## src/rtl/sm_cfg_pkg.sv

```systemverilog
// sm_cfg_pkg: shared constants, side codes and loader FSM states (READBACK state only with SM_CFG_READBACK_EN)
package sm_cfg_pkg;
    localparam int N_TB   = 5;
    localparam int N_LR   = 4;
    localparam int WORD_W = 6;
    localparam int NSLOT  = 2 * N_TB + 2 * N_LR;
    localparam int NBITS  = NSLOT * WORD_W;
    localparam logic [7:0] SYNC = 8'hA5;

    typedef enum logic [2:0] {
        SIDE_NONE   = 3'd0,
        SIDE_TOP    = 3'd1,
        SIDE_RIGHT  = 3'd2,
        SIDE_BOTTOM = 3'd3,
        SIDE_LEFT   = 3'd4
    } side_e;

    typedef enum logic [2:0] {
        IDLE,
        LOAD,
        CHECK,
        COMMIT
`ifdef SM_CFG_READBACK_EN
        , READBACK
`endif
    } state_e;
endpackage

```

## src/rtl/sm_cfg_deser.sv

```systemverilog
// sm_cfg_deser: MSB-first 6-bit deserialiser; word_valid fires combinationally on the bit that completes a word
module sm_cfg_deser
    import sm_cfg_pkg::*;
(
    input  logic              clk,
    input  logic              rst_n,
    input  logic              clr,
    input  logic              bit_en,
    input  logic              bit_in,
    output logic              word_valid,
    output logic [WORD_W-1:0] word
);
    logic [WORD_W-2:0] sh_q, sh_d;
    logic [2:0]        cnt_q, cnt_d;

    // shift accepted bits in and count position within the current word
    always_comb begin
        sh_d       = sh_q;
        cnt_d      = cnt_q;
        word       = {sh_q, bit_in};
        word_valid = bit_en && (cnt_q == 3'(WORD_W - 1));
        if (clr) begin
            sh_d  = '0;
            cnt_d = '0;
        end else if (bit_en) begin
            sh_d  = word[WORD_W-2:0];
            cnt_d = word_valid ? 3'd0 : cnt_q + 3'd1;
        end
    end

    // deserialiser state registers
    always_ff @(posedge clk or negedge rst_n) begin
        if (!rst_n) begin
            sh_q  <= '0;
            cnt_q <= '0;
        end else begin
            sh_q  <= sh_d;
            cnt_q <= cnt_d;
        end
    end
endmodule

```

## src/rtl/sm_cfg_loader.sv

```systemverilog
// sm_cfg_loader: sync hunt, load 18 route words + checksum into a shadow store, commit atomically on match.
// Optional bus readback port and state when SM_CFG_READBACK_EN is defined.
module sm_cfg_loader
    import sm_cfg_pkg::*;
(
    input  logic             clk,
    input  logic             rst_n,
`ifdef SM_CFG_READBACK_EN
    input  logic             rb_req,
    output logic             rb_dout,
    output logic             rb_valid,
`endif
    input  logic             cfg_en,
    input  logic             cfg_din,
    input  logic             cfg_valid,
    output logic             cfg_ready,
    output logic [NBITS-1:0] cfg_bus,
    output logic             cfg_done,
    output logic             cfg_err
);
    state_e            state_q, state_d;
    logic [7:0]        win_q, win_d;
    logic [4:0]        slot_q, slot_d;
    logic [WORD_W-1:0] xor_q, xor_d;
    logic              match_q, match_d;
    logic [NBITS-1:0]  shadow_q, shadow_d;
    logic [NBITS-1:0]  bus_q, bus_d;
    logic              done_q, done_d;
    logic              err_q, err_d;
    logic              in_frame, accept, word_valid;
    logic [WORD_W-1:0] word;
`ifdef SM_CFG_READBACK_EN
    logic [2:0]        rb_bit_q, rb_bit_d;
    logic              rb_dout_q, rb_dout_d;
    logic              rb_valid_q, rb_valid_d;
    logic [6:0]        rb_idx;

    assign rb_idx   = 7'(slot_q) * 7'd6 + 7'd5 - 7'(rb_bit_q);
    assign rb_dout  = rb_dout_q;
    assign rb_valid = rb_valid_q;
`endif

    assign in_frame  = (state_q == LOAD) || (state_q == CHECK);
    assign cfg_ready = cfg_en && ((state_q == IDLE) || in_frame);
    assign accept    = cfg_valid && cfg_ready;
    assign cfg_bus   = bus_q;
    assign cfg_done  = done_q;
    assign cfg_err   = err_q;

    // the deserialiser idles cleared outside a frame so every frame starts word-aligned
    sm_cfg_deser u_deser (
        .clk        (clk),
        .rst_n      (rst_n),
        .clr        (!in_frame),
        .bit_en     (accept && in_frame),
        .bit_in     (cfg_din),
        .word_valid (word_valid),
        .word       (word)
    );

    // next-state logic: sync hunt, word capture, checksum compare and commit
    always_comb begin
        state_d  = state_q;
        win_d    = win_q;
        slot_d   = slot_q;
        xor_d    = xor_q;
        match_d  = match_q;
        shadow_d = shadow_q;
        bus_d    = bus_q;
        done_d   = 1'b0;
        err_d    = 1'b0;
`ifdef SM_CFG_READBACK_EN
        rb_bit_d   = rb_bit_q;
        rb_dout_d  = 1'b0;
        rb_valid_d = 1'b0;
`endif
        case (state_q)
            IDLE: begin
                if (accept)
                    win_d = {win_q[6:0], cfg_din};
`ifdef SM_CFG_READBACK_EN
                if (rb_req) begin
                    state_d  = READBACK;
                    slot_d   = '0;
                    rb_bit_d = '0;
                end else if (accept && (win_d == SYNC)) begin
`else
                if (accept && (win_d == SYNC)) begin
`endif
                    state_d = LOAD;
                    win_d   = '0;
                    slot_d  = '0;
                    xor_d   = '0;
                end
            end
            LOAD: begin
                if (!cfg_en) begin
                    state_d = IDLE;
                end else if (word_valid) begin
                    shadow_d[7'(slot_q) * 7'd6 +: WORD_W] = word;
                    xor_d  = xor_q ^ word;
                    slot_d = slot_q + 5'd1;
                    if (slot_q == 5'(NSLOT - 1))
                        state_d = CHECK;
                end
            end
            CHECK: begin
                if (!cfg_en) begin
                    state_d = IDLE;
                end else if (word_valid) begin
                    match_d = (word == xor_q);
                    state_d = COMMIT;
                end
            end
            COMMIT: begin
                bus_d   = match_q ? shadow_q : bus_q;
                done_d  = match_q;
                err_d   = !match_q;
                state_d = IDLE;
            end
`ifdef SM_CFG_READBACK_EN
            READBACK: begin
                rb_valid_d = 1'b1;
                rb_dout_d  = bus_q[rb_idx];
                rb_bit_d   = (rb_bit_q == 3'd5) ? 3'd0 : rb_bit_q + 3'd1;
                if (rb_bit_q == 3'd5) begin
                    slot_d = slot_q + 5'd1;
                    if (slot_q == 5'(NSLOT - 1))
                        state_d = IDLE;
                end
            end
`endif
            default: state_d = IDLE;
        endcase
    end

    // state, shadow store and active bus registers
    always_ff @(posedge clk or negedge rst_n) begin
        if (!rst_n) begin
            state_q  <= IDLE;
            win_q    <= '0;
            slot_q   <= '0;
            xor_q    <= '0;
            match_q  <= 1'b0;
            shadow_q <= '0;
            bus_q    <= '0;
            done_q   <= 1'b0;
            err_q    <= 1'b0;
        end else begin
            state_q  <= state_d;
            win_q    <= win_d;
            slot_q   <= slot_d;
            xor_q    <= xor_d;
            match_q  <= match_d;
            shadow_q <= shadow_d;
            bus_q    <= bus_d;
            done_q   <= done_d;
            err_q    <= err_d;
        end
    end

`ifdef SM_CFG_READBACK_EN
    // readback output registers
    always_ff @(posedge clk or negedge rst_n) begin
        if (!rst_n) begin
            rb_bit_q   <= '0;
            rb_dout_q  <= 1'b0;
            rb_valid_q <= 1'b0;
        end else begin
            rb_bit_q   <= rb_bit_d;
            rb_dout_q  <= rb_dout_d;
            rb_valid_q <= rb_valid_d;
        end
    end
`endif
endmodule
```

## config.mk

```make
export PLATFORM = sky130hd
export DESIGN_NAME = sm_cfg_loader
export DESIGN_NICKNAME = d
export VERILOG_FILES = /design/src/rtl/sm_cfg_pkg.sv /design/src/rtl/sm_cfg_deser.sv /design/src/rtl/sm_cfg_loader.sv
export SDC_FILE = /design/constraint.sdc
export NUM_CORES = 1
export LEC_CHECK = 0
export ABC_AREA = 1
export BUFFER_PORTS_ARGS = -buffer_cell sky130_fd_sc_hd__buf_4
export CELL_PAD_IN_SITES_DETAIL_PLACEMENT = 1
export CELL_PAD_IN_SITES_GLOBAL_PLACEMENT = 2
export CORE_AREA = 3 3 176 178
export DETAILED_ROUTE_END_ITERATION = 12
export DIE_AREA = 0 0 179 181
export HOLD_SLACK_MARGIN = 0.06
export PLACE_DENSITY = 0.94
export SLEW_MARGIN = 20
export SYNTH_ARGS = -nofsm -noshare
export SYNTH_HDL_FRONTEND = slang
export SYNTH_SLANG_ARGS = --single-unit
```

## constraint.sdc

```tcl
create_clock -name clk -period 7.36 [get_ports clk]
set_input_delay 1.104 -clock clk [delete_from_list [all_inputs] [get_ports clk]]
set_output_delay 1.104 -clock clk [all_outputs]
set_load 0.005 [all_outputs]
```

# == After elaboration in Yosys (flattened, before gate mapping) ==
# Index checks and enable logic that the tools add are counted.
# op_classes
n_addsub,3
n_mul,1
n_eq_ne,14
shift,2
mux,26
n_bitwise,1
n_reduce_logical,15
# ops
cell,n
108-bit bitwise mux,1
"6-bit by 9-bit variable shift with 108-bit output, first input constant",1
6-bit by 9-bit indexed part select with 108-bit output,1
3-bit two-way mux,9
5-bit two-way mux,5
8-bit two-way mux,3
6-bit two-way mux,3
6-bit one-hot mux with 2 select lines,1
5-bit one-hot mux with 2 select lines,1
"3-bit by 2-bit != test with 1-bit output, second input constant",3
7-bit negator with 9-bit output,1
3-bit one-hot mux with 3 select lines,1
"8-bit == test, second input constant",1
4-bit AND reduction,2
"3-bit by 2-bit == test with 1-bit output, second input constant",2
6-bit == test,1
"5-bit by 2-bit multiplier with 6-bit output, second input constant",1
"2-bit by 1-bit != test with 1-bit output, second input constant",3
3-bit AND reduction,2
6-bit XOR,1
"5-bit by 1-bit adder with 5-bit output, second input constant",1
"5-bit == test, second input constant",1
1-bit logical AND,5
"3-bit by 1-bit adder with 3-bit output, second input constant",1
other kinds (9),11
# word_totals
ff_bits,249
inputBits,5
out_inout_bits,111
wordCells,73

# == Depth between registers and ports, before layout ==
# Gate-level depths: netlist (run 1).
# logic_depth
ltp_word,11
depth_mapped,18
depth_no_buf,17

# == Hierarchy ==
# A second synthesis (run 1) with hierarchy kept.
# hier_totals
hier_cells,1371
hier_area_um2,11165.7
# by_module_without_submodules
module,instances,cells_per_inst,area_each_um2,seq_area_each_um2
sm_cfg_loader,1,1329,10776.6,6005.8
sm_cfg_deser,1,42,389.1,200.2

# == Least setup slack after synthesis (run 1) ==
# Ideal clock, no wire load.
# synth_path
path_type,register -> register
from,register slot_q[0]
to,register shadow_q[76]
setup_ps,117
arrival_time_ps,2447
t_required_ps,7243
setup_slack_ps,4796
path_stages_with_launch,17
n_path_buf,2
synth_period_minus_slack_ps,2564
path_cell_list,dfrtp_1 buf_4 inv_2 ha_1 nor2_4 inv_2 nor2_1 nand2_1 nor2_1 nand2_2 nand2_2 nand2_2 buf_6 nor2_2 nand3_1 o21ai_1 inv_1
# synth_between
elab_chain_len,4
word_cells_on_any_way,5
cone_classes,add/sub: 1; mul: 1; shift: 2; mux: 1
# synth_rtl
element,line,source
start: declaration,sm_cfg_loader.sv:23,"logic [4:0] slot_q, slot_d;"
start signal: assignment,sm_cfg_loader.sv:152,slot_q <= slot_d;
5-bit by 2-bit multiplier with 6-bit output *,sm_cfg_loader.sv:100,shadow_d[7'(slot_q) * 7'd6 +: WORD_W] = word;
7-bit negator with 9-bit output *,sm_cfg_loader.sv:100,
6-bit by 9-bit indexed part select with 108-bit output or 6-bit by 9-bit variable shift with 108-bit output (tied branches),sm_cfg_loader.sv:100,
108-bit bitwise mux *,sm_cfg_loader.sv:100,
end signal: assignment,sm_cfg_loader.sv:155,shadow_q <= shadow_d;
end: declaration,sm_cfg_loader.sv:26,"logic [NBITS-1:0] shadow_q, shadow_d;"
# Every way passes the cells marked *; elsewhere a longest branch is shown, timed or not.
# A chain may end at the register's enable or synchronous reset.

# == Final worst setup path (run 1) ==
# layout_path
from,register slot_q[0]
to,register shadow_q[41]
# The elaborated chain is that of the path after synthesis.

==> flow_summary_export.csv, run 1 <==
group,metric,value,unit
logic_synthesis,synth_top_cell_by_area,"sky130_fd_sc_hd__dfrtp_1",
power,share_comb_of_total_power,0.389,
logic_synthesis,yosysWarnings,0,
finish,finish.utilization,0.447,
power,p_int,2.49,mW
logic_synthesis,count_of_mapped_cells_out_of_synthesis,1362,
power,power.static_leakage,6.86,nW
logic_synthesis,synthDistinctLibCells,40,
placed_design,finalWeightedCongestion,0.918,
global_routing,initial_antenna_violation_count,0,
drt,drt-wirelength-per-cell,18.4,µm
drt,dr.first_iter.drc_count,668,
logic_synthesis,synth_area_leaders,"sky130_fd_sc_hd__dfrtp_1, sky130_fd_sc_hd__nand2_1, sky130_fd_sc_hd__o21ai_0",
worst_setup_path,crit_path_cell_trace,"inv_2, ha_1, nor2_4, nand2_1, nor2_1, nand2_1, nor2_1, nor3_2, nand2_1, nand2_1, nand2_1, nand2_1, o21ai_0, inv_1",
hold_path,min-delay-path-class,"register to register",
placed_design,dp_hpwl,24700,µm
sta,tns,0,ns
drt,via_count,9424,
finish,antenna_cells_inserted,0,
power,seq_power_share,0.326,
worst_setup_path,setup.worst_path.start_class,"register",
sta,max_slew.worst_pin.slew,0.931,ns
worst_setup_path,critical_path_rt,7.80,ns
global_routing,grt_overflow,0,
power,ir_worst_vdd,0.215,mV
clocking,cts.path.max_buffers,3,
sta,final_max_slew_viol_count,0,
clocking,clk_latency_worst_skew_pair,0.55,ns
drt,drt_pass1_iterations,5,
logic_synthesis,mapped_nets,1382,
clocking,cts_htree_levels,1,
logic_synthesis,synth_largest_type_area_fraction,0.554,
sta,layout_worst_path_cycle_share,0.515,
floorplan,dieWidth,179,µm
worst_setup_path,timing.critical_path.mode_cell,"sky130_fd_sc_hd__nand2_1",
sta,rsz0062_at_grt,"no",
drt,post_drt_via_cell_ratio,5.03,
power,total_switching_power,2.03,mW
placed_design,input_output_buffers,115,
sta,max_slew_margin,0.377,
sta,finalHoldViolCount,0,
clocking,cts_tree,"done",
power,pwr_density_cell,342,mW/mm²
logic_synthesis,ys_seq_elements,248,
sta,setup_violations,0,
global_routing,grt_start_max_net_pins,146,
finish,final_net_count,1489,
logic_synthesis,syn_avg_cell_area,8.22,µm²
clocking,cts_hold_buffers,0,
drt,drt_drc_violations_left,0,
floorplan,die_h,181,µm
worst_setup_path,max_stage_delay,0.71,ns
finish,post_route_cells_drive_above_1_share,0.142,
logic_synthesis,synth_common_cells,"sky130_fd_sc_hd__nand2_1, sky130_fd_sc_hd__dfrtp_1, sky130_fd_sc_hd__inv_1",
logic_synthesis,post_synth_instance_area,0.0112,mm²
power,design_power_total,4.52,mW
worst_setup_path,worstPathArrival,4.23,ns
clocking,cts-buffers-inserted,27,
worst_setup_path,timing_worst_setup_path_type,"register to register",
floorplan,core_area,0.0296,mm²
logic_synthesis,postSynth.asyncResetShare,1.00,
sta,fmax,0.264,GHz
status,status,"finished clean",
floorplan,start_util,0.379,
logic_synthesis,synth_edf_count,0,
logic_synthesis,yosysSeqAreaShare,0.554,
job,maxCapViolations,0,
floorplan,floorplan.die_area,0.0324,mm²
clocking,post_cts.repair.setup_buffers,0,
sta,final.min_clock_period,3.79,ns
clocking,cts.sink_count,248,
drt,route.final.wire_length,34500,µm
floorplan,floorplan.io_pins,116,
worst_setup_path,worst_setup_path_end_kind,"register",
global_routing,grt.total_usage,0.215,
clocking,cts.root.buffer_cell,"sky130_fd_sc_hd__clkbuf_16",
drt,ant_nets,0,
power,power.switching_fraction,0.449,
logic_synthesis,synthMostInstantiatedCell,"sky130_fd_sc_hd__nand2_1",
sta,fin_clk_skew,0.0135,ns
finish,areaGrowthSynthToFinish,18.1,%
floorplan,floorplan.rows,63,
power,p_clk_frac,0.285,
global_routing,global_route_wire_length_before_repair,55600,µm
worst_setup_path,crit_fanout,15,
worst_setup_path,critical_path.slowest_cell,"sky130_fd_sc_hd__nor2_1",
clocking,post_cts_resized,0,
global_routing,first_global_vias,10100,
clocking,clk_pin_slew_worst_paths,0.06,ns
logic_synthesis,synth-main-ff-cell,"sky130_fd_sc_hd__dfrtp_1",
## flip-flops by register name (all words and copies together) (netlist names)
signal,count
cfg_done,1
u_deser.cnt_q,3
state_q,2
slot_q,5
shadow_q,108
xor_q,6
match_q,1
u_deser.sh_q,5
win_q,8
cfg_err,1
cfg_bus,108
## layout make-up
class,count,area (µm²)
sequential,248,6210
multi-input combinational,959,4370
clock inverter,5,67.6
tap,390,488
timing repair buffer,118,906
inverter,115,434
clock buffer,39,751
fill,3592,16300
## per-layer routing
layer  part of all wire  global-route usage
met1               0.45               0.289
met3              0.038              0.0252
met2               0.49               0.368
met5                  0                   0
met4              0.029              0.0574
## final timing paths
check	from	to	slack, ns	cells past startpoint
max	slot_q[0]$_DFFE_PN0P_	shadow_q[41]$_DFFE_PN0P_	3.57	14
min	shadow_q[5]$_DFFE_PN0P_	cfg_bus[5]$_DFFE_PN0P_	0.47	2
max reg2reg	slot_q[0]$_DFFE_PN0P_	shadow_q[41]$_DFFE_PN0P_	3.57	14
min reg2reg	shadow_q[5]$_DFFE_PN0P_	cfg_bus[5]$_DFFE_PN0P_	0.47	2
max in group asynchronous	rst_n	cfg_bus[67]$_DFFE_PN0P_	5.46	2
min in group asynchronous	rst_n	cfg_bus[27]$_DFFE_PN0P_	0.61	1
## power by group through the flow
stage	clock [mW]	sequential (mW)	combinational [mW]
after detailed placement	0	1.50	1.72
after CTS	1.31	1.48	1.73
after global routing	1.37	1.48	1.91
after global placement	0	1.50	1.71
after floorplan	0	1.48	1.26
final	1.29	1.48	1.76
## worst max-delay path: cells and delay by family (launching register included)
kind	cells	cell delay (ns)
buffers and inverters	2	0.28
adders and majority gates	1	0.45
AOI/OAI and AO/OA	1	0.10
and+or+nand+nor	10	2.16
DFF	1	0.70
## cells by family after synthesis
logic type,after synthesis,synth area share
xor gates and xnor gates,9,0.00704
AOI/OAI and AO/OA,179,0.0852
DFF,248,0.554
adders and majority gates,15,0.0168
buffers and inverters,155,0.0563
and+or+nand+nor,756,0.281
## through the flow
| step | setup WS (ns) | hold WS (ns) | instance area (µm²) | instances |
|---|---|---|---|---|
| finish | 3.57 | 0.473 | 13200 | 1874 |
| global route | 3.26 | 0.494 | 13200 | 1874 |
| CTS | 3.63 | 0.479 | 13200 | 1874 |
| detailed placement | 3.63 | 0.465 | 12400 | 1830 |
| global placement | 3.71 | 0.459 | 12400 | 1830 |
| floorplan | 4.80 | 0.421 | 11200 | 1362 |
## layout by cell type (no fill, tap or decap), types with 2 or more instances in the layout
cell type,synthesis,layout
sky130_fd_sc_hd__nor2_4,5,5
sky130_fd_sc_hd__nor2_2,11,11
sky130_fd_sc_hd__dfrtp_1,248,248
sky130_fd_sc_hd__nand2_2,9,9
sky130_fd_sc_hd__a21oi_1,17,17
sky130_fd_sc_hd__inv_1,94,94
sky130_fd_sc_hd__nand2_1,562,561
sky130_fd_sc_hd__nor3_1,4,4
sky130_fd_sc_hd__o21ai_0,88,88
sky130_fd_sc_hd__clkbuf_8,0,3
sky130_fd_sc_hd__inv_2,19,19
sky130_fd_sc_hd__xnor2_1,6,6
sky130_fd_sc_hd__xor2_1,3,3
sky130_fd_sc_hd__nand4_1,20,20
sky130_fd_sc_hd__clkinv_2,0,2
sky130_fd_sc_hd__buf_4,4,116
sky130_fd_sc_hd__ha_1,15,15
sky130_fd_sc_hd__clkbuf_16,0,27
sky130_fd_sc_hd__o21ai_1,54,54
sky130_fd_sc_hd__nand3_1,56,56
sky130_fd_sc_hd__nand3_4,3,3
sky130_fd_sc_hd__o22ai_1,9,9
sky130_fd_sc_hd__a22o_1,3,3
sky130_fd_sc_hd__nor2_1,81,81
sky130_fd_sc_hd__clkbuf_1,25,9
(Power assumes the default switching activity.)
==> run 2: changes to the inputs <==
Settings changed: CORE_AREA 3 3 176 178 to 3 3 183 185, DIE_AREA 0 0 179 181 to 0 0 186 188, PLACE_DENSITY 0.94 to 0.88.
Clock period 7.36 ns to 3.7 ns, I/O delays scaled along.
==> run 2 against run 1 <==
Total power grew 110%. Combinational power grew 110%. Clock skew grew 0.0039 ns. Critical path depth grew 2. Sequential share of layout area shrank 1.2 points. Global-route usage shrank 1.8 points. Count of clock-buffer cells in the layout grew 4. Fmax grew 14%. Hold slack lost 0.023 ns. Cell area grew 2.7%. Register-to-register slack lost 3.2 ns. Largest cell class unchanged. Largest power group unchanged.
==> flow_summary_export.csv, run 2 (synthesized netlist as in run 1, its figures left out) <==
group,metric,value,unit
status,status,"finished clean",
clocking,cts_tree,"done",
worst_setup_path,worstPathArrival,3.77,ns
sta,fmax,0.300,GHz
worst_setup_path,critical_path_rt,4.14,ns
drt,ant_nets,0,
worst_setup_path,max_stage_delay,0.53,ns
finish,multi_input_area,0.00437,mm²
sta,finalHoldViolCount,0,
sta,hold_slack,0.450,ns
drt,post_drt_via_cell_ratio,4.94,
power,design_power_total,9.56,mW
floorplan,floorplan.io_pins,116,
worst_setup_path,worst_setup_path_end_kind,"register",
worst_setup_path,timing.critical_path.mode_cell,"sky130_fd_sc_hd__nand2_1",
sta,final.min_clock_period,3.33,ns
drt,via_count,9461,
global_routing,grt.total_usage,0.198,
finish,antenna_cells_inserted,0,
placed_design,input_output_buffers,115,
clocking,cts.root.buffer_cell,"sky130_fd_sc_hd__clkbuf_16",
sta,tns,0,ns
sta,layout_setup_ws,0.368,ns
placed_design,placement.cell_area,0.0126,mm²
finish,stdcell_count,1915,
hold_path,hold-path-cell-count,3,
clocking,cts.path.max_buffers,3,
clocking,cts-buffers-inserted,28,
clocking,cts_htree_levels,1,
drt,route.final.wire_length,34400,µm
global_routing,grt_start_max_net_pins,97,
hold_path,hold_path.startpoint,"cfg_din",
hold_path,min-delay-path-class,"primary input to register",
clocking,post_cts_resized,0,
power,power.static_leakage,7.04,nW
global_routing,grt_overflow,0,
worst_setup_path,reg2reg_depth,16,
worst_setup_path,critical_path.slowest_cell,"sky130_fd_sc_hd__dfrtp_1",
sta,max_slew.worst_pin.slew,0.796,ns
worst_setup_path,timing_worst_setup_path_type,"register to register",
sta,final_max_slew_viol_count,0,
worst_setup_path,setup.worst_path.start_class,"register",
sta,fin_clk_skew,0.0173,ns
global_routing,initial_antenna_violation_count,0,
sta,rsz0062_at_grt,"no",
worst_setup_path,cp_startpoint,"slot_q[2]$_DFFE_PN0P_",
worst_setup_path,reg_to_reg_start,"slot_q[2]$_DFFE_PN0P_",
drt,dr.first_iter.drc_count,499,
finish,layout_common_cells,"sky130_fd_sc_hd__nand2_1, sky130_fd_sc_hd__dfrtp_1, sky130_fd_sc_hd__buf_4",
sta,max_slew_margin,0.469,
floorplan,floorplan.die_area,0.0350,mm²
power,ir_worst_vdd,0.485,mV
finish,finish.instance_area,0.0136,mm²
placed_design,post-place-cells,1862,
finish,areaGrowthSynthToFinish,21.3,%
worst_setup_path,crit_path_cell_trace,"inv_1, ha_1, nand2_1, inv_1, nand2_1, nand2_1, nand2_1, nand2_1, nand2_2, nand2_2, inv_2, nand3_4, inv_2, nand3_1, nand2_1, o21ai_1",
finish,most_common_library_cell_in_the_layout_ignoring_fill_and_taps,"sky130_fd_sc_hd__nand2_1",
finish,finish.utilization,0.422,
job,maxCapViolations,0,
sta,setup_violations,0,
clocking,clk_pin_slew_worst_paths,0.06,ns
floorplan,start_util,0.348,
placed_design,pre_cts_slack,0.378,ns
global_routing,global_route_wire_length_before_repair,55500,µm
placed_design,finalWeightedCongestion,0.911,
finish,layout.filler_cells,3875,
finish,storage_cell_area,0.00621,mm²
clocking,post_cts.repair.setup_buffers,0,
drt,drt_pass1_iterations,4,
placed_design,dp_hpwl,25700,µm
finish,final_net_count,1505,
drt,drt-wirelength-per-cell,17.9,µm
floorplan,dieWidth,186,µm
global_routing,first_global_vias,10200,
sta,layout_worst_path_cycle_share,0.901,
power,pwr_density_cell,704,mW/mm²
finish,post_route_cells_drive_above_1_share,0.157,
floorplan,core_area,0.0322,mm²
clocking,cts.sink_count,248,
floorplan,floorplan.rows,66,
worst_setup_path,crit_fanout,15,
clocking,clk_latency_worst_skew_pair,0.57,ns
drt,drt_drc_violations_left,0,
floorplan,die_h,188,µm
[run 2: changes by cell type in the layout (fill, tap and decap cells not counted), moves of 2 or more]
cell,delta
sky130_fd_sc_hd__buf_12,+2
sky130_fd_sc_hd__buf_4,+12
sky130_fd_sc_hd__clkbuf_1,-3
sky130_fd_sc_hd__clkbuf_8,+6
sky130_fd_sc_hd__bufinv_16,+3
sky130_fd_sc_hd__clkinv_2,+2
[run 2: worst paths after layout]
path | end | slack (ns)
worst min register to register | cfg_bus[71]$_DFFE_PN0P_ | 0.47
min in group asynchronous | cfg_bus[29]$_DFFE_PN0P_ | 0.57
worst min-delay path | u_deser.sh_q[0]$_DFFE_PN0P_ | 0.45
worst max register to register | shadow_q[39]$_DFFE_PN0P_ | 0.37
worst max-delay path | shadow_q[39]$_DFFE_PN0P_ | 0.37
max in group asynchronous | cfg_bus[49]$_DFFE_PN0P_ | 2.15
[run 2: what timing repair did]
item	CTS	global route
endpoints found under the hold margin	25	0
endpoints found under the setup margin	0	0
hold buffers	1	0
[run 2: worst max-delay path: cells and delay by family, from the launching register on]
kind / cells / cell delay, ns
adder cells (fa/ha/maj): 1 / 0.40
AND/OR/NAND/NOR: 10 / 1.46
AO/OA/AOI/OAI: 1 / 0.06
flip-flops: 1 / 0.53
buffers and inverters: 4 / 0.77
[run 2: power breakdown]
group	internal (mW)	switching, mW
logic	0.810	2.85
clock network	1.85	1.13
registers	2.82	0.0953
total	5.48	4.08
[run 2: routing by layer]
metal	part of all wire	global-route usage
met5	0	0
met1	0.45	0.266
met3	0.041	0.0248
met2	0.49	0.340
met4	0.025	0.0438
[run 2: area by class of cell]
cell class,count,share of cell area
clock inverter,9,0.0125
sequential,248,0.457
timing repair buffer,133,0.0770
tap,408,0.0376
clock buffer,43,0.0623
multi-input combinational,959,0.322
inverter,115,0.0320
==> run 3: changes to the inputs <==
Settings changed: ABC_AREA 1 to default, CORE_AREA 3 3 183 185 to 3 3 170 172, DIE_AREA 0 0 186 188 to 0 0 173 175, PLACE_DENSITY 0.88 to 0.89.
==> run 3 against run 2 <==
Hold slack got worse by 0.39 ns. Count of clock-buffer cells in the layout decreased by 6. Cell area rose by 0.26%. Sequential power decreased by 2%. Total power down 36%.
==> flow_summary_export.csv, run 3 <==
group,metric,value,unit
worst_setup_path,worst_setup_path_end_kind,"register",
drt,via_count,7686,
logic_synthesis,synth_area_leaders,"sky130_fd_sc_hd__dfrtp_1, sky130_fd_sc_hd__mux2_2, sky130_fd_sc_hd__nand2_1",
sta,tns,0,ns
logic_synthesis,synth-main-ff-cell,"sky130_fd_sc_hd__dfrtp_1",
placed_design,input_output_buffers,115,
global_routing,initial_antenna_violation_count,0,
clocking,cts-buffers-inserted,26,
sta,final_max_slew_viol_count,0,
logic_synthesis,synth_largest_type_area_fraction,0.549,
power,total_switching_power,1.42,mW
floorplan,floorplan.rows,61,
finish,storage_cell_area,0.00618,mm²
floorplan,die_h,175,µm
drt,drt-wirelength-per-cell,22.2,µm
drt,post_drt_via_cell_ratio,5.43,
sta,layout_worst_path_cycle_share,0.960,
logic_synthesis,synth_common_cells,"sky130_fd_sc_hd__dfrtp_1, sky130_fd_sc_hd__mux2_2, sky130_fd_sc_hd__nand2_1",
logic_synthesis,synth_edf_count,0,
floorplan,floorplan.io_pins,116,
logic_synthesis,yosysWarnings,0,
finish,antenna_cells_inserted,0,
logic_synthesis,post_synth_instance_area,0.0113,mm²
job,maxCapViolations,0,
hold_path,min-delay-path-class,"primary input to async pin",
worst_setup_path,ff2ff_setup_slack,0.15,ns
logic_synthesis,count_of_mapped_cells_out_of_synthesis,882,
sta,hold_slack,0.0595,ns
drt,dr.first_iter.drc_count,508,
sta,setup_violations,0,
worst_setup_path,timing_worst_setup_path_type,"register to register",
placed_design,dp_hpwl,22300,µm
drt,drt_pass1_iterations,4,
logic_synthesis,ys_seq_elements,247,
drt,route.final.wire_length,31400,µm
power,power.static_leakage,6.67,nW
finish,finish.utilization,0.493,
global_routing,grt_most_used_layer,"met2",
placed_design,finalWeightedCongestion,0.938,
floorplan,start_util,0.407,
power,pwr_density_cell,447,mW/mm²
global_routing,grt.met1_usage,0.288,
clocking,cts_hold_buffers,0,
finish,finish.instance_area,0.0136,mm²
floorplan,dieWidth,173,µm
worst_setup_path,worstPathArrival,3.97,ns
drt,drt_drc_violations_left,0,
logic_synthesis,syn_avg_cell_area,12.8,µm²
logic_synthesis,postSynth.asyncResetShare,1.00,
clocking,cts.path.max_buffers,3,
drt,ant_nets,0,
sta,rsz0062_at_grt,"no",
power,ir_worst_vdd,0.252,mV
clocking,clk_pin_slew_worst_paths,0.06,ns
sta,max_slew_margin,0.388,
logic_synthesis,synthMostInstantiatedCell,"sky130_fd_sc_hd__dfrtp_1",
finish,post_route_cells_drive_above_1_share,0.429,
global_routing,grt.total_usage,0.206,
finish,most_common_library_cell_in_the_layout_ignoring_fill_and_taps,"sky130_fd_sc_hd__dfrtp_1",
finish,layout_common_cells,"sky130_fd_sc_hd__dfrtp_1, sky130_fd_sc_hd__mux2_2, sky130_fd_sc_hd__buf_4",
global_routing,use_met3,0.0341,
clocking,clk_latency_worst_skew_pair,0.54,ns
clocking,cts_tree,"done",
clocking,cts.sink_count,247,
global_routing,grt_overflow,0,
floorplan,core_area,0.0276,mm²
worst_setup_path,critical_path_rt,4.12,ns
sta,finalHoldViolCount,0,
finish,areaGrowthSynthToFinish,21.0,%
finish,layout.filler_cells,2877,
floorplan,floorplan.die_area,0.0303,mm²
worst_setup_path,crit_fanout,9,
global_routing,globalRouteMet2Util,0.342,
power,p_clk_frac,0.451,
finish,multi_input_area,0.00483,mm²
global_routing,global_route_wire_length_before_repair,50100,µm
sta,fmax,0.282,GHz
status,status,"finished clean",
clocking,cts.root.buffer_cell,"sky130_fd_sc_hd__clkbuf_16",
worst_setup_path,setup.worst_path.start_class,"register",
logic_synthesis,mapped_nets,902,
logic_synthesis,synthDistinctLibCells,72,
global_routing,first_global_vias,8428,
power,share_comb_of_total_power,0.080,
sta,fin_clk_skew,0.0129,ns
logic_synthesis,synth_top_cell_by_area,"sky130_fd_sc_hd__dfrtp_1",
sta,max_slew.worst_pin.slew,0.918,ns
power,seq_power_share,0.469,
clocking,cts_htree_levels,1,
power,power.switching_fraction,0.233,
sta,final.min_clock_period,3.55,ns
global_routing,grt_start_max_net_pins,108,
finish,final_net_count,1042,
power,p_int,4.67,mW
placed_design,placement.cell_area,0.0127,mm²
power,design_power_total,6.09,mW
logic_synthesis,yosysSeqAreaShare,0.549,
run 3: cell count changes after synthesis, moves of 9 or more:
cell                       delta
sky130_fd_sc_hd__a22o_1      +10
sky130_fd_sc_hd__nor3_2      +10
sky130_fd_sc_hd__mux2_2     +207
sky130_fd_sc_hd__nor2_1      -56
sky130_fd_sc_hd__nand3_1     -28
sky130_fd_sc_hd__inv_2       -19
sky130_fd_sc_hd__nand2b_1    +22
sky130_fd_sc_hd__o21ai_1     -53
sky130_fd_sc_hd__nand2_1    -501
sky130_fd_sc_hd__nor3_1      +11
sky130_fd_sc_hd__inv_1       -81
sky130_fd_sc_hd__nor2_2       -9
sky130_fd_sc_hd__o21ai_0     -64
run 3: worst max-delay path: stages, from the launching register on:
cell and delay [ns]:
sky130_fd_sc_hd__dfrtp_1 0.43, sky130_fd_sc_hd__ha_1 0.46, sky130_fd_sc_hd__or2_2 0.37, sky130_fd_sc_hd__a211oi_2 0.35
sky130_fd_sc_hd__o21ai_4 0.17, sky130_fd_sc_hd__o31ai_2 0.60, sky130_fd_sc_hd__nor2_1 0.32, sky130_fd_sc_hd__o21ai_0 0.33
sky130_fd_sc_hd__mux2_2 0.40
run 3: final timing paths:
check,from,end,cells after the start
worst min register to register,match_q$_DFFE_PN0P_,cfg_err$_DFF_PN0_,1
worst max-delay path,slot_q[1]$_DFFE_PN0P_,shadow_q[100]$_DFFE_PN0P_,8
worst min-delay path,rst_n,u_deser.cnt_q[0]$_DFFE_PN0P_,1
min in group clk,cfg_din,u_deser.sh_q[0]$_DFFE_PN0P_,3
max in group asynchronous,rst_n,shadow_q[16]$_DFFE_PN0P_,2
worst max register to register,slot_q[1]$_DFFE_PN0P_,shadow_q[100]$_DFFE_PN0P_,8
run 3: kinds of logic (layout without fill, tap and decap cells):
family                     Yosys count  in the layout  share of synthesized area
AOI/OAI and AO/OA                  119            119                     0.0767
xor gates and xnor gates             8              8                    0.00923
adders and majority gates           15             15                     0.0167
buffers and inverters               58            214                     0.0243
DFF                                247            247                      0.549
muxes                              216            216                      0.217
and+or+nand+nor                    219            219                      0.107
run 3: layer usage:
layer  vias to the layer above  part of all wire
li1                       3461                 -
met2                       174              0.48
met4                         0             0.018
met5                         -                 0
met1                      4005              0.46
met3                        46             0.045
run 3: final cells by class:
type,count,share of cell area
flip-flops and latches,247,0.454
multi-input cells,577,0.355
repair buffers,157,0.0880
clock buffers,37,0.0523
well taps,378,0.0347
clock inverters,7,0.0129
inverters,13,0.00367
run 3: metrics by stage:
step	worst slack, ns	cells
detailed placement	0.148	1372
global placement	0.197	1372
global route	0.00906	1416
CTS	0.151	1416
floorplan	0.300	882
finish	0.148	1416
run 3: timing repair:
| action | 4_1_cts | 5_1_grt |
|---|---|---|
| endpoints found under the setup margin | 0 | 24 |
| buffers inserted | 0 | 0 |
| gates resized for setup | 0 | 6 |
run 3: power groups by stage:
stage | Sequential (mW) | Combinational [mW] | Clock, mW
2_1_floorplan | 2.87 | 0.322 | 0
3_3_place_gp | 2.90 | 0.477 | 0
3_5_place_dp | 2.90 | 0.494 | 0
4_1_cts | 2.86 | 0.497 | 2.81
5_1_grt | 2.86 | 0.554 | 2.94
6_report | 2.85 | 0.487 | 2.75
